### config.mk
export PLATFORM = sky130hd
export DESIGN_NAME = fwd_hazard_unit
export DESIGN_NICKNAME = d
export VERILOG_FILES = /design/src/rtl/fwd_hazard_unit.sv
export SDC_FILE = /design/constraint.sdc
export NUM_CORES = 1
export LEC_CHECK = 0
export ABC_AREA = 1
export CORE_UTILIZATION = 54
export DETAILED_ROUTE_END_ITERATION = 6
export MAX_ROUTING_LAYER = met4
export PLACE_DENSITY_LB_ADDON = 0.15
export SLEW_MARGIN = 0
export SYNTH_ARGS = -nofsm -noshare
export SYNTH_HDL_FRONTEND = slang
export SYNTH_SLANG_ARGS = --single-unit
### constraint.sdc
create_clock -name clk -period 2.5 [get_ports clk]
set_input_delay 0.625 -clock clk [delete_from_list [all_inputs] [get_ports clk]]
set_output_delay 0.625 -clock clk [all_outputs]
set_load 0.01 [all_outputs]
### src/rtl/fwd_hazard_unit.sv
// Operand forwarding select, load-use / long-latency hazard detection and a
// register scoreboard for in-flight long operations, plus a saturating stall counter.
module fwd_hazard_unit #(
  parameter int NUM_SRC    = 2,
  parameter int FWD_STAGES = 2,
  parameter int AW         = 5,
  localparam int SELW      = $clog2(FWD_STAGES + 1),
  localparam int NREG      = 1 << AW
) (
  input  logic                    clk,
  input  logic                    rst,
  input  logic [NUM_SRC*AW-1:0]   ex_rs,
  input  logic [FWD_STAGES*AW-1:0] stg_rd,
  input  logic [FWD_STAGES-1:0]   stg_we,
  input  logic                    id_valid,
  input  logic [NUM_SRC*AW-1:0]   id_rs,
  input  logic [AW-1:0]           id_rd,
  input  logic                    id_we,
  input  logic                    id_long,
  input  logic [AW-1:0]           ex_rd,
  input  logic                    ex_we,
  input  logic                    ex_is_load,
  input  logic                    pipe_adv,
  input  logic                    flush,
  input  logic                    lw_valid,
  input  logic [AW-1:0]           lw_rd,
  input  logic                    cnt_clr,
  output logic [NUM_SRC*SELW-1:0] fwd_sel,
  output logic                    stall_id,
  output logic                    sb_busy,
  output logic [31:0]             stall_cnt
);

  logic [NREG-1:0] r_pend;
  logic [NREG-1:0] w_pend_nxt;
  logic            r_sb_busy;
  logic [31:0]     r_stall_cnt;
  logic            w_lu;
  logic            w_raw;
  logic            w_waw;
  logic            w_set;

  // Scanning from the farthest stage down lets the nearest matching stage win.
  always_comb begin
    fwd_sel = '0;
    for (int i = 0; i < NUM_SRC; i++) begin
      for (int k = FWD_STAGES - 1; k >= 0; k--) begin
        if (stg_we[k] && (stg_rd[k*AW +: AW] != '0) &&
            (stg_rd[k*AW +: AW] == ex_rs[i*AW +: AW])) begin
          fwd_sel[i*SELW +: SELW] = SELW'(k + 1);
        end
      end
    end
  end

  always_comb begin
    w_lu  = 1'b0;
    w_raw = 1'b0;
    for (int i = 0; i < NUM_SRC; i++) begin
      if (ex_is_load && ex_we && (ex_rd != '0) && (ex_rd == id_rs[i*AW +: AW])) begin
        w_lu = 1'b1;
      end
      if ((id_rs[i*AW +: AW] != '0) && r_pend[id_rs[i*AW +: AW]]) begin
        w_raw = 1'b1;
      end
    end
    w_waw = id_we && (id_rd != '0) && r_pend[id_rd];
  end

  // Pending bits are held at zero by reset, so only load-use can stall then.
  assign stall_id = id_valid && (w_lu || w_raw || w_waw);

  assign w_set = id_valid && pipe_adv && !flush && !stall_id &&
                 id_long && id_we && (id_rd != '0);

  // Clear is applied before set so a same-edge issue keeps the register pending.
  always_comb begin
    w_pend_nxt = r_pend;
    if (lw_valid) begin
      w_pend_nxt[lw_rd] = 1'b0;
    end
    if (w_set) begin
      w_pend_nxt[id_rd] = 1'b1;
    end
    w_pend_nxt[0] = 1'b0;
  end

  always_ff @(posedge clk or posedge rst) begin
    if (rst) begin
      r_pend    <= '0;
      r_sb_busy <= 1'b0;
    end else begin
      r_pend    <= w_pend_nxt;
      r_sb_busy <= |w_pend_nxt;
    end
  end

  always_ff @(posedge clk or posedge rst) begin
    if (rst) begin
      r_stall_cnt <= '0;
    end else if (cnt_clr) begin
      r_stall_cnt <= '0;
    end else if (stall_id && (r_stall_cnt != 32'hFFFF_FFFF)) begin
      r_stall_cnt <= r_stall_cnt + 32'd1;
    end
  end

  assign sb_busy   = r_sb_busy;
  assign stall_cnt = r_stall_cnt;

endmodule
==> results of run 1 <==
-- critical path, cell delays in order --
cell,delay [ns]
clkdlybuf4s15_2,0.22
inv_1,0.09
a21oi_1,0.13
nand3_1,0.09
nand3_1,0.09
nand2_1,0.08
nand2_1,0.08
nand2_2,0.07
nor2_4,0.13
nand2_2,0.08
nand2_4,0.07
inv_2,0.04
buf_6,0.11
-- cell type report --
type                       count  area, sq um  share of cell area [%]
clock inverter                 3         67.6                   0.913
tap                          129          161                    2.18
multi-input combinational    643         3280                    44.4
sequential                    64         1600                    21.6
timing repair buffer         185         1760                    23.7
clock buffer                  11          141                    1.91
inverter                      99          392                    5.29
-- cell families after synthesis --
logic type / Yosys count
AOI/OAI and AO/OA: 87
xor gates and xnor gates: 33
adders and majority gates: 1
buffers and inverters: 121
DFF: 64
and+or+nand+nor: 522
-- how the worst max path moves through the flow --
| stage | from | end | slack [ns] | depth (start not counted) |
|---|---|---|---|---|
| global route | id_rd[0] | stall_id | -0.11 | 17 |
| floorplan | id_rs[5] | stall_cnt[31]$_DFFE_PP0P_ | 0.13 | 22 |
| CTS | id_rs[0] | stall_id | -0.02 | 14 |
| finish | id_rs[7] | stall_id | -0.04 | 13 |
| global placement | id_rs[5] | stall_id | -0.95 | 16 |
| detailed placement | id_rs[5] | stall_id | -0.98 | 14 |
-- sequential cells by signal, summed over array words and instances (netlist names) --
signal	cells
r_pend	31
sb_busy	1
stall_cnt	32
-- power by group --
group          internal, W  total (W)  switching [W]
registers          0.00106    0.00109      0.0000287
clock network     0.000578   0.000989       0.000410
logic             0.000310   0.000705       0.000395
-- synthesized netlist by cell type, drive strengths merged, types with 2 or more instances --
cell,n
o21ai,52
nor2,86
nor4,10
xor2,21
a31oi,4
inv,98
clkbuf,6
nand4,20
dfrtp,64
nor3,30
nand3,91
nor3b,2
a21oi,19
xnor2,12
or4,2
o211ai,2
nand2,279
buf,16
o31ai,5
o21a,3
-- metal layers --
layer	share of wire, %	global-route usage [%]	up-vias
li1	-	-	3037
met1	37	46.2	2927
met2	49	65.4	418
met3	8.4	5.64	118
met4	5.7	22.3	0
met5	0	-	-
-- metrics by stage --
step                      setup slack [ns]  setup TNS [ns]
after floorplan                      0.127               0
after global placement              -0.950          -37.00
final                              -0.0373         -0.0373
after detailed placement            -0.982          -40.33
after global routing                -0.110          -0.308
after CTS                          -0.0159         -0.0159
-- repair_timing --
action	in CTS	in global routing
pin swaps	17	32
hold buffers	0	0
setup buffers	1	0
setup endpoints to repair	69	16
gates resized for setup	121	68
gates cloned	3	1
endpoints found under the hold margin	0	0
==> impl.org, run 1 <==
** Status
- Run status :: finished, violations left
- Violations in the final reports :: setup timing

** Logic synthesis
- Cell types occupying the most area after synthesis :: dfrtp_1 (31%), nand2_1 (20%), nand3_1 (8.8%)
- The average instance in the mapped netlist occupies 6.24 sq um.
- Counting flops with a built-in enable in the synthesized netlist gives 0.
- By area, the combinational part of the netlist is dominated by simple AND/OR/NAND/NOR gates.
- The synthesized netlist devotes 9.29% of its cell area to compound gates.
- Post-synthesis sequential area ratio :: 31.0%
- Fraction of registers with async set/reset :: 100%
- After Yosys synthesis, and, or, nand and nor cells account for 43.8% of the synthesized area.
- Cell taking the most area after synthesis :: dfrtp_1
- Post-Synth XOR/XNOR Area :: 5.59%
- In the synthesized netlist, mux cells make up 0% of the area.
- Share of the synthesized area in the top cell type :: 31.0%
- After synthesis the cells add up to 5170 sq um.
- Adder-Cell Fraction of Synth Area :: 0.242%
- In this run, distinct cell masters in the synthesized netlist total 37.
- Cell count after synthesis :: 828
- For this run, the number of Yosys warnings is 0.
- Among all flip-flop cells after synthesis, the most frequent one is dfrtp_1.
- The synthesized design contains 64 register bits.
- Syn nets :: 887

** Power and ir drop
- VDD sags by at most 0.348 mV.
- The completed layout was analyzed and its total power is 0.00278 W.
- Leakage power :: 3.62 nW
- In this run the power density over the cells is 376 nW/um^2.

** Floorplan
- Width of the die :: 99.8 um
- Number of I/O pins :: 96
- Vertical extent of the die :: 99.8 um
- After floorplanning, the core was divided into 35 placement rows.
- Floorplan Core Area :: 9240 sq um
- Initial Utilization :: 56.0%
- Die Area :: 9970 sq um

** Worst setup path
- Measured in cells, the most critical reg-to-reg path has a length of 12.
- Critical path endpoint category :: primary output
- Of all nets on the critical path, the largest fanout is 4.
- The critical path in this run is classified as in -> out.
- The worst setup path is launched from a primary input.
- CP Data Arrival Time :: 1.91 ns
- In this run the critical register-to-register path is captured at stall_cnt[27]$_DFFE_PP0P_.
- The worst register-to-register path begins at stall_cnt[14]$_DFFE_PP0P_.
- CP required :: 1.88 ns
- In this run the register-to-register setup slack is 0.15 ns.

** STA
- Worst path setup slack after routing :: -0.0373 ns
- Final setup violation count :: 1
- On the final layout, the worst hold slack is 0.549 ns.
- The number of max-slew violations in the final report is 0.
- Time the final worst path needs with I/O delays and setup :: 2.54 ns
- Slew of the pin with the lowest slew margin :: 0.449 ns
- Normalized max-slew margin :: 70.0%
- FMAX :: 394 MHz
- Dividing the final minimum period by the clock period gives 101%.
- Max Clock Skew :: 0.00907 ns
- The number of failing hold endpoints at the final stage is 0.
- Unrepaired setup endpoints after global routing :: yes

** Hold path
- HP Class :: reg -> reg
- The worst hold path terminates at stall_cnt[1]$_DFFE_PP0P_.
- Worst hold start :: stall_cnt[1]$_DFFE_PP0P_
- The worst hold path passes through 2 cells.

** GRT
- Global router's overall resource usage :: 39.5%
- Number of antenna violations at the first check in global routing :: 0
- Global-route wire length before repair :: 30.1 mm
- Grt total ovfl :: 0
- Entering global routing, the biggest net connects 37 pins.
- Vias in the first global route :: 6,345

** Layout
- In the layout the commonest cells are nand2_1 (265), nand3_1 (89), nor2_1 (80).
- With fillers left out, the area of the finished cells amounts to 7400 sq um.
- At the end of the flow, the number of nets in the layout was 1,061.
- Core utilization of the finished layout :: 80.1%
- Final cell count without fillers :: 1,134
- Compared with the post-synthesis result, the final layout area differs by 43.2%.
- Leaving out fill and tap cells, the most frequent cell in the layout is nand2_1.
- Share of cells above drive strength 1 :: 19.6%
- Filler cells :: 662
- Ant. Diodes :: 0

** Clock network
- Clock-pin slew was measured on the worst setup and hold paths at 0.07 ns.
- The clock passes through at most 2 buffers.
- The tree is rooted in a clkbuf_8.
- The H-tree was split into 3 levels.
- TritonCTS clock tree :: yes
- Skew-Pair Late Insertion Delay :: 0.35 ns
- Counting every sink on the clock net gives 64.
- Number of buffers inserted during clock tree synthesis :: 9

** Route
- The routed design has 19.3 mm of wire.
- Vias :: 6,500
- In the routed design, unresolved DRC markers number 0.
- Count of nets left with antenna violations after detail routing :: 0
- Drt first pass iters :: 6
- Using the TritonRoute via totals, the vias-per-cell ratio works out to 5.73.
- After detailed routing, the average wire length per cell comes to 17.0 um.
- Number of DRC violations after detailed-routing iteration 0 :: 543

** Placed design
- Routability-driven placement finished with a final weighted congestion of 1.05.
- After legalization and detailed placement, the total HPWL measured 13.5 mm.
- Cell count after placement :: 1,116
- After detailed placement, the total cell area comes to 6860 sq um.
- Port Buffer Count :: 95

** Job
- Number of violations of the max-capacitance limit :: 0
(Power assumes the default switching activity.)
==> inputs of run 2 (changes only) <==
--- a/config.mk
+++ b/config.mk
@@ -6,7 +6,7 @@
 export NUM_CORES = 1
 export LEC_CHECK = 0
 export ABC_AREA = 1
-export CORE_UTILIZATION = 54
+export CORE_UTILIZATION = 45
 export DETAILED_ROUTE_END_ITERATION = 6
 export MAX_ROUTING_LAYER = met4
 export PLACE_DENSITY_LB_ADDON = 0.15
==> impl.org, run 2 (synthesis gave the netlist of run 1 again) <==
** Status
- Run status :: finished, violations left
- Violations in the final reports :: setup timing

** GRT
- The number of global-route vias before repair came to 5,874 (-7.4%).
- The number of antenna violations at the first check in global routing was 0 (unchanged).
- The wire length of the first global-routing pass is 28.6 mm (-4.8%).
- The remaining global-route overflow came to 0 (unchanged).
- The maximum number of pins on one net before global-route repair is 57 (+54%).
- The all-layer global routing usage was 32.0% (-7.5 points).

** STA
- Fraction of the cycle the final worst path needs :: 103% (+1.1 points)
- The worst slew margin relative to its limit came to 63.8% (-6.2 points).
- The transition time of the tightest slew-check pin came to 0.538 ns (+0.0895 ns).
- The worst-case clock skew came to 0.00910 ns (+0.0000241 ns).
- Hold_ws :: 0.517 ns (-0.0316 ns)
- Unrepaired setup endpoints after global routing :: yes
- Final number of max-transition violations :: 0 (unchanged)
- Time the final worst path needs with I/O delays and setup :: 2.56 ns (+0.0265 ns)
- FMAX :: 390 MHz (-1.0%)
- The number of failing hold endpoints at the final stage is 0 (unchanged).
- The final setup violation count is 1 (unchanged).
- The worst setup slack after layout was -0.0638 ns (-0.0265 ns).

** Floorplan
- Number of I/O pins :: 96 (unchanged)
- Width of the die :: 109 um (+9.4%)
- The initial standard-cell utilization of the core is 46.9% (-9.1 points).
- Vertical extent of the die :: 109 um (+9.4%)
- Row count :: 38 (+8.6%)
- The core region area was 11,000 sq um (+19%).
- The die area is 11,900 sq um (+20%).

** Placed design
- Post-detail-place hpwl :: 13.5 mm (-0.41%)
- The number of input and output port buffers inserted came to 95 (unchanged).
- The placer congestion estimate came to 0.945 (-10%).
- Placed cell areas :: 6880 sq um (+0.24%)

** Layout
- The antenna diode count was 0 (unchanged).
- Filler cells :: 999 (+51%)
- Max FFs per register :: 32 (unchanged)
- The share of layout cells above drive strength 1 is 19.6% (-0.037 points).
- The cell area after layout was 7480 sq um (+1.0%).
- In the layout the commonest cells are nand2_1 (265), nand3_1 (90), buf_4 (84).
- The final-stage net count is 1,066 (+0.47%).
- The library cell used most frequently in the layout, excluding fill and tap cells, is nand2_1.
- Area Overhead vs Synth :: 44.7%

** Clock network
- Cell at the root of the clock tree :: clkbuf_16
- # hold bufs at CTS :: 0 (unchanged)
- The clock transition time at the flip-flop clock pins of the worst setup and hold paths came to 0.06 ns (about the same).
- TritonCTS clock tree :: yes
- The number of CTS-inserted buffers was 9 (unchanged).
- Max clock buf depth :: 2 (unchanged)
- # clock sinks :: 64 (unchanged)
- Total number of H-tree levels :: 3 (unchanged)
- The clock insertion delay at the later pin of the skew report is 0.34 ns (about the same).

** Route
- The number of remaining DRC errors was 0 (unchanged).
- Via density per instance :: 5.45 (-5.0%)
- The first-iteration detailed-routing DRC count was 414 (-24%).
- Count of nets left with antenna violations after detail routing :: 0 (unchanged)
- Final routed wire length divided by cell count :: 15.7 um (-7.5%)
- The number of iterations in the first detailed-routing pass is 5 (-1).
- The total wire length after detailed routing was 18.1 mm (-6.1%).
- Vias :: 6,274 (-3.5%)

** Power and ir drop
- The part of the power in combinational logic was 23.0% (-2.3 points).
- Total power density per cell area :: 400 nW/um^2 (+6.3%)
- Sw frac :: 30.6% (+0.66 points)
- The switching power total is 0.000915 W (+9.7%).
- Register share of total power :: 36.6% (-2.6 points)
- The internal power contribution was 0.00207 W (+6.3%).
- Leakage power :: 3.67 nW (+1.4%)
- VDD IR max :: 0.399 mV (+15%)
- Part of the power in the clock network :: 40.4% (+4.9 points)

** Worst setup path
- CP top delay family :: simple AND/OR/NAND/NOR gates
- The critical path starts at id_rd[0].
- The most numerous cell type found on the critical path is nand2_1.
- The data arrival time of the critical path came to 1.94 ns (+0.03 ns).
- Category of the most critical setup path :: in -> out
- The number of buffer and inverter stages on the critical path was 5 (+1).
- The delay contributed by the slowest stage of the critical path came to 0.14 ns (-0.08 ns).
- Slowest cell on crit path :: buf_16
- The startpoint identified for the worst register-to-register timing path is r_pend[20]$_DFF_PP0_.
- STA classifies the critical path startpoint as a primary input.
- Maximum fanout count along the critical path :: 8 (+4)
- CP required :: 1.88 ns (about the same)
- Critical path endpoint category :: primary output
- Chain of cells forming the critical path :: buf_12 > buf_16 > nand2_4 > nand2_2 > nand2_1 > nand2_1 > nand2_1 > nand2_1 > nor2_1 > nand2_1 > nand2_2 > nand2_1 > inv_1 > nand2_2 > nand2_4 > inv_4 > buf_6

** Hold path
- The worst hold path belongs to the class in -> async.

** Job
- Number of violations of the max-capacitance limit :: 0 (unchanged)
==> run 2: cell count changes in the layout (fill, tap and decap cells not counted), moves of 3 or more <==
cell	previous run	this run
buf_2	13	7
buf_4	73	84
clkbuf_16	1	9
clkbuf_8	10	1
nor2_1	80	77
nor2_2	2	5
nor3_1	13	16
==> run 2: power groups by stage <==
stage | Combinational, W | Sequential, W | Clock, W
after floorplan | 0.000306 | 0.00110 | 0
after global placement | 0.000617 | 0.00111 | 0
after detailed placement | 0.000625 | 0.00111 | 0
after CTS | 0.000664 | 0.00109 | 0.00121
after global routing | 0.000751 | 0.00110 | 0.00125
final | 0.000689 | 0.00109 | 0.00121
==> run 2: final cells by class <==
class / count / area [sq um] / area share (%)
Clock buffer: 10 / 239 / 3.20
Inverter: 99 / 389 / 5.20
Timing Repair Buffer: 190 / 1770 / 23.7
Sequential cell: 64 / 1600 / 21.4
Multi-Input combinational cell: 643 / 3260 / 43.6
Clock inverter: 6 / 42.5 / 0.569
Tap cell: 140 / 175 / 2.34
==> run 2: metrics by stage <==
step	cells	util, %	TNS (ns)	total power, W	setup WS [ns]
after floorplan	828	-	0	0.00141	0.127
after global placement	1129	62.4	-34.92	0.00173	-0.934
after detailed placement	1129	62.4	-35.43	0.00174	-0.948
after CTS	1152	66.8	-0.0166	0.00297	-0.0166
after global routing	1152	67.8	-0.484	0.00310	-0.176
final	1152	67.8	-0.0638	0.00299	-0.0638
==> run 2: routing by layer <==
metal  part of all wire (%)  routed length (um)  vias to the layer above  GRT usage (%)
met5                      0                   0                        -              -
met4                    3.4                 620                        0           12.3
met2                     50                9030                      250           55.1
met3                    5.7                1040                       53           3.95
met1                     41                7430                     2916           38.1
li1                       -                   -                     3055              -
==> run 2: worst paths after layout <==
path / endpoint / slack, ns / cells after the start
min reg2reg: stall_cnt[1]$_DFFE_PP0P_ / 0.55 / 2
max in group asynchronous: r_pend[15]$_DFF_PP0_ / 1.41 / 3
max reg2reg: sb_busy$_DFF_PP0_ / 0.16 / 22
min: r_pend[29]$_DFF_PP0_ / 0.52 / 2
max: stall_id / -0.06 / 17
min in group clk: stall_cnt[1]$_DFFE_PP0P_ / 0.55 / 2
==> run 2: what timing repair did <==
action	4_1_cts	5_1_grt
resized for setup	138	40
pin swaps	21	22
setup endpoints to repair	59	24
buffers inserted	3	0
gates cloned	4	0
==> inputs of run 3 (changes only) <==
--- a/config.mk
+++ b/config.mk
@@ -5,8 +5,8 @@
 export SDC_FILE = /design/constraint.sdc
 export NUM_CORES = 1
 export LEC_CHECK = 0
-export ABC_AREA = 1
-export CORE_UTILIZATION = 45
+export ABC_AREA = 0
+export CORE_UTILIZATION = 35
 export DETAILED_ROUTE_END_ITERATION = 6
 export MAX_ROUTING_LAYER = met4
 export PLACE_DENSITY_LB_ADDON = 0.15
==> impl.org, run 3 <==
** GRT
- Pin count of the biggest net entering global routing :: 65 (+14%)
- Grt total ovfl :: 0 (unchanged)
- The wire length of the first global-routing pass was 28.7 mm (+0.22%).
- The all-layer global routing usage came to 27.2% (-4.8 points).
- Number of antenna violations at the first check in global routing :: 0 (unchanged)
- The number of global-route vias before repair came to 5,442 (-7.4%).

** Logic synthesis
- The share of synthesized area occupied by flip-flops and latches came to 34.0% (+3.0 points).
- The synthesized net count is 573 (-35%).
- The number of warnings printed during yosys synthesis is 0 (unchanged).
- For this run, the leading register cell type out of synthesis is dfrtp_1.
- The post-synthesis sequential element count was 64 (unchanged).
- dfrtp_1 takes more of the synthesized area than any other cell.
- Average cell area after synthesis :: 9.17 sq um (+47%)
- The area share of the largest cell type after synthesis came to 34.0% (+3.0 points).
- The number of enable-type register cells in the synthesized netlist was 0 (unchanged).
- Fraction of registers with async set/reset :: 100% (unchanged)
- In the post-synthesis netlist, the cell with the most instances is dfrtp_1.
- By area the synthesized netlist is led by dfrtp_1 (34%), mux4_2 (7.2%), o21ai_0 (5.7%).
- By count the netlist is led by dfrtp_1 (64), o21ai_0 (54), nand2_1 (35).
- The mapped cell area was 4710 sq um (-8.9%).
- Library cells used by synthesis :: 59 (+59%)
- Cell count after synthesis :: 514 (-38%)

** Layout
- Commonest cells after routing, fill and taps aside :: buf_4 (139), dfrtp_1 (61), clkdlybuf4s50_1 (44)
- Final standard cell area without fillers :: 8110 sq um (+8.5%)
- The area growth from synthesis to layout is 72.2%.
- The antenna diode count came to 0 (unchanged).
- Most frequent standard cell in the layout excluding fill and tap cells :: buf_4
- Max FFs per register :: 32 (unchanged)
- Final cell count without fillers :: 944 (-18%)
- The final-stage net count was 822 (-23%).
- Share of cells above drive strength 1 :: 47.0% (+27 points)

** Route
- Number of DRC violations after detailed-routing iteration 0 :: 365 (-12%)
- Count of nets left with antenna violations after detail routing :: 0 (unchanged)
- The number of iterations in the first detailed-routing pass was 4 (-1).
- The wire length per cell came to 20.2 um (+28%).
- Via density per instance :: 5.83 (+7.0%)
- Vias :: 5,502 (-12%)
- DRT Wirelength :: 19.0 mm (+5.1%)
- Residual DRC count :: 0 (unchanged)

** Floorplan
- Floorplan Core Area :: 13,200 sq um (+20%)
- The die area came to 13,900 sq um (+17%).
- Vertical extent of the die :: 118 um (+8.1%)
- Width of the die :: 118 um (+8.1%)
- Number of I/O pins :: 96 (unchanged)
- The initial standard-cell utilization of the core is 35.7% (-11 points).
- The row count is 42 (+11%).

** STA
- The share of the clock period used by the worst path is 123% (+21 points).
- The final hold slack came to 0.590 ns (+0.0728 ns).
- Slew of the pin with the lowest slew margin :: 0.535 ns (-0.00323 ns)
- Unrepaired setup endpoints after global routing :: yes
- Worst path setup slack after routing :: -0.578 ns (-0.514 ns)
- The worst-case clock skew was 0.0126 ns (+0.00351 ns).
- Time the final worst path needs with I/O delays and setup :: 3.08 ns (+0.514 ns)
- The final setup violation count was 64 (+63).
- The maximum operating frequency was 325 MHz (-17%).
- The number of max-slew violations in the final report is 0 (unchanged).
- Final hold violation count :: 0 (unchanged)
- The worst slew margin relative to its limit was 64.3% (+0.55 points).

** Worst setup path
- The kind of cell with the highest combined delay along the critical path is compound AO/OA/AOI/OAI gates.
- The number of cells on the worst reg-to-reg path was 13 (-41%).
- The critical path depth in cells came to 9 (-8).
- Worst reg2reg path startpoint :: r_pend[20]$_DFF_PP0_
- STA classifies the critical path startpoint as a register.
- Chain of cells forming the critical path :: buf_12 > mux4_2 > o21ai_2 > o22ai_2 > nor2b_1 > nand4b_1 > o21ai_4 > inv_4 > buf_6
- The data arrival time of the critical path is 2.45 ns (+0.51 ns).
- Category of the most critical setup path :: reg -> out
- CP required :: 1.88 ns (about the same)
- Worst-case register-to-register setup slack :: -0.37 ns (-0.53 ns)
- Crit path launch :: r_pend[20]$_DFF_PP0_
- The delay contributed by the slowest stage of the critical path was 0.46 ns (+0.32 ns).
- The slowest stage of the critical path belongs to the cell mux4_2.
- In this run the critical register-to-register path is captured at stall_cnt[25]$_DFFE_PP0P_.
- Following the worst setup path forward leads to its endpoint at stall_id.
- Maximum fanout count along the critical path :: 3 (-5)
- Critical path buffer and inverter count :: 3 (-2)
- Critical path endpoint category :: primary output

** Clock network
- Number of buffers inserted during clock tree synthesis :: 9 (unchanged)
- In this run the clock root is driven by a clkbuf_16.
- The number of buffers on the longest clock path is 2 (unchanged).
- The clock transition time at the flip-flop clock pins of the worst setup and hold paths came to 0.07 ns (about the same).
- The post-cts hold buffer count was 0 (unchanged).
- Total number of H-tree levels :: 3 (unchanged)
- # clock sinks :: 64 (unchanged)
- Skew-Pair Late Insertion Delay :: 0.34 ns (about the same)
- TritonCTS clock tree :: yes

** Power and ir drop
- Internal :: 0.00216 W (+4.1%)
- The ratio of total power to cell area came to 376 nW/um^2 (-5.8%).
- The switching portion of total power is 29.4% (-1.3 points).
- The sequential share of power was 35.7% (-0.9 points).
- The clock power share came to 39.4% (-1.0 points).
- The switching power total was 0.000897 W (-2.0%).
- The part of the power in combinational logic was 25.0% (+2.0 points).
- VDD IR max :: 0.312 mV (-22%)
- The leakage power of the design was 3.34 nW (-9.1%).

** Placed design
- Final estimated routing congestion in global placement :: 0.970 (+2.7%)
- The number of placed cells counting well taps came to 897 (-21%).
- The HPWL after detailed placement was 13.3 mm (-1.2%).
- The placed instance area was 6970 sq um (+1.3%).
- The number of input and output port buffers inserted was 95 (unchanged).

** Status
- Run status :: finished, violations left
- Violations in the final reports :: setup timing

** Job
- Number of violations of the max-capacitance limit :: 0 (unchanged)

** Hold path
- HP Class :: reg -> reg
==> run 3: cell count changes after synthesis, sizes merged, moves of 29 or more <==
cell | previous run | this run
inv | 98 | 7
nor2 | 86 | 15
nand2 | 279 | 35
o31ai | 5 | 34
nand3 | 91 | 14
or4 | 2 | 31
==> run 3: worst min-delay path by stage <==
| stage | depth (start not counted) | to | slack, ns | from |
|---|---|---|---|---|
| 3_3_place_gp | 2 | stall_cnt[15]$_DFFE_PP0P_ | 0.55 | stall_cnt[15]$_DFFE_PP0P_ |
| 4_1_cts | 2 | stall_cnt[15]$_DFFE_PP0P_ | 0.59 | stall_cnt[15]$_DFFE_PP0P_ |
| 3_5_place_dp | 2 | stall_cnt[15]$_DFFE_PP0P_ | 0.56 | stall_cnt[15]$_DFFE_PP0P_ |
| 2_1_floorplan | 2 | r_pend[21]$_DFF_PP0_ | 0.53 | r_pend[21]$_DFF_PP0_ |
| 5_1_grt | 2 | stall_cnt[31]$_DFFE_PP0P_ | 0.62 | stall_cnt[31]$_DFFE_PP0P_ |
| 6_report | 2 | stall_cnt[15]$_DFFE_PP0P_ | 0.59 | stall_cnt[15]$_DFFE_PP0P_ |
==> run 3: stage by stage <==
step | utilization, % | setup slack (ns) | TNS, ns | power, W
detailed placement | 52.8 | -1.48 | -76.44 | 0.00172
global route | 61.5 | -0.643 | -21.50 | 0.00316
floorplan | - | -0.537 | -7.22 | 0.00138
finish | 61.5 | -0.578 | -16.60 | 0.00305
global placement | 52.8 | -1.47 | -72.28 | 0.00171
CTS | 59.4 | -0.550 | -16.33 | 0.00301
==> run 3: cell type report <==
class | count | area [sq um]
Tap cell | 176 | 220
Clock inverter | 6 | 45.0
Timing Repair Buffer | 273 | 2460
Sequential cell | 64 | 1610
Fill cell | 1146 | 5080
Multi-Input combinational cell | 408 | 3520
Inverter | 7 | 28.8
Clock buffer | 10 | 239
==> run 3: cell families after synthesis <==
family	share of synthesized area [%]
DFF	34.0
buffers and inverters	4.43
xor gates and xnor gates	5.58
AOI/OAI and AO/OA	20.2
and+or+nand+nor	24.6
adders and majority gates	0.265
muxes	10.9
==> run 3: timing repair <==
item | 4_1_cts | 5_1_grt
gates cloned | 2 | 4
endpoints found under the setup margin | 69 | 68
pin swaps | 62 | 27
gates resized for setup | 258 | 49
setup buffers | 18 | 12
==> run 3: power groups by stage <==
stage                     combinational (W)  clock [W]  sequential (W)
final                              0.000762    0.00120         0.00109
after global routing               0.000811    0.00125         0.00109
after CTS                          0.000717    0.00120         0.00109
after detailed placement           0.000616          0         0.00110
after global placement             0.000610          0         0.00110
after floorplan                    0.000281          0         0.00110
==> run 3: worst register-to-register path, cell delays in order, from the launching register on <==
cell	delay, ns
dfrtp_2	0.44
buf_12	0.14
mux4_2	0.46
o21ai_2	0.15
o22ai_2	0.11
nor2b_1	0.16
nand4b_1	0.18
o21ai_4	0.28
buf_4	0.16
buf_8	0.12
buf_4	0.16
buf_16	0.15
o31ai_1	0.09
a21oi_1	0.18
==> run 3: routing by layer <==
metal	wire length (um)	GRT usage, %	up-vias
met5	0	-	-
met4	679	10.1	0
met3	1230	3.68	57
met2	9040	42.3	249
met1	8090	36.2	2676
li1	-	-	2520
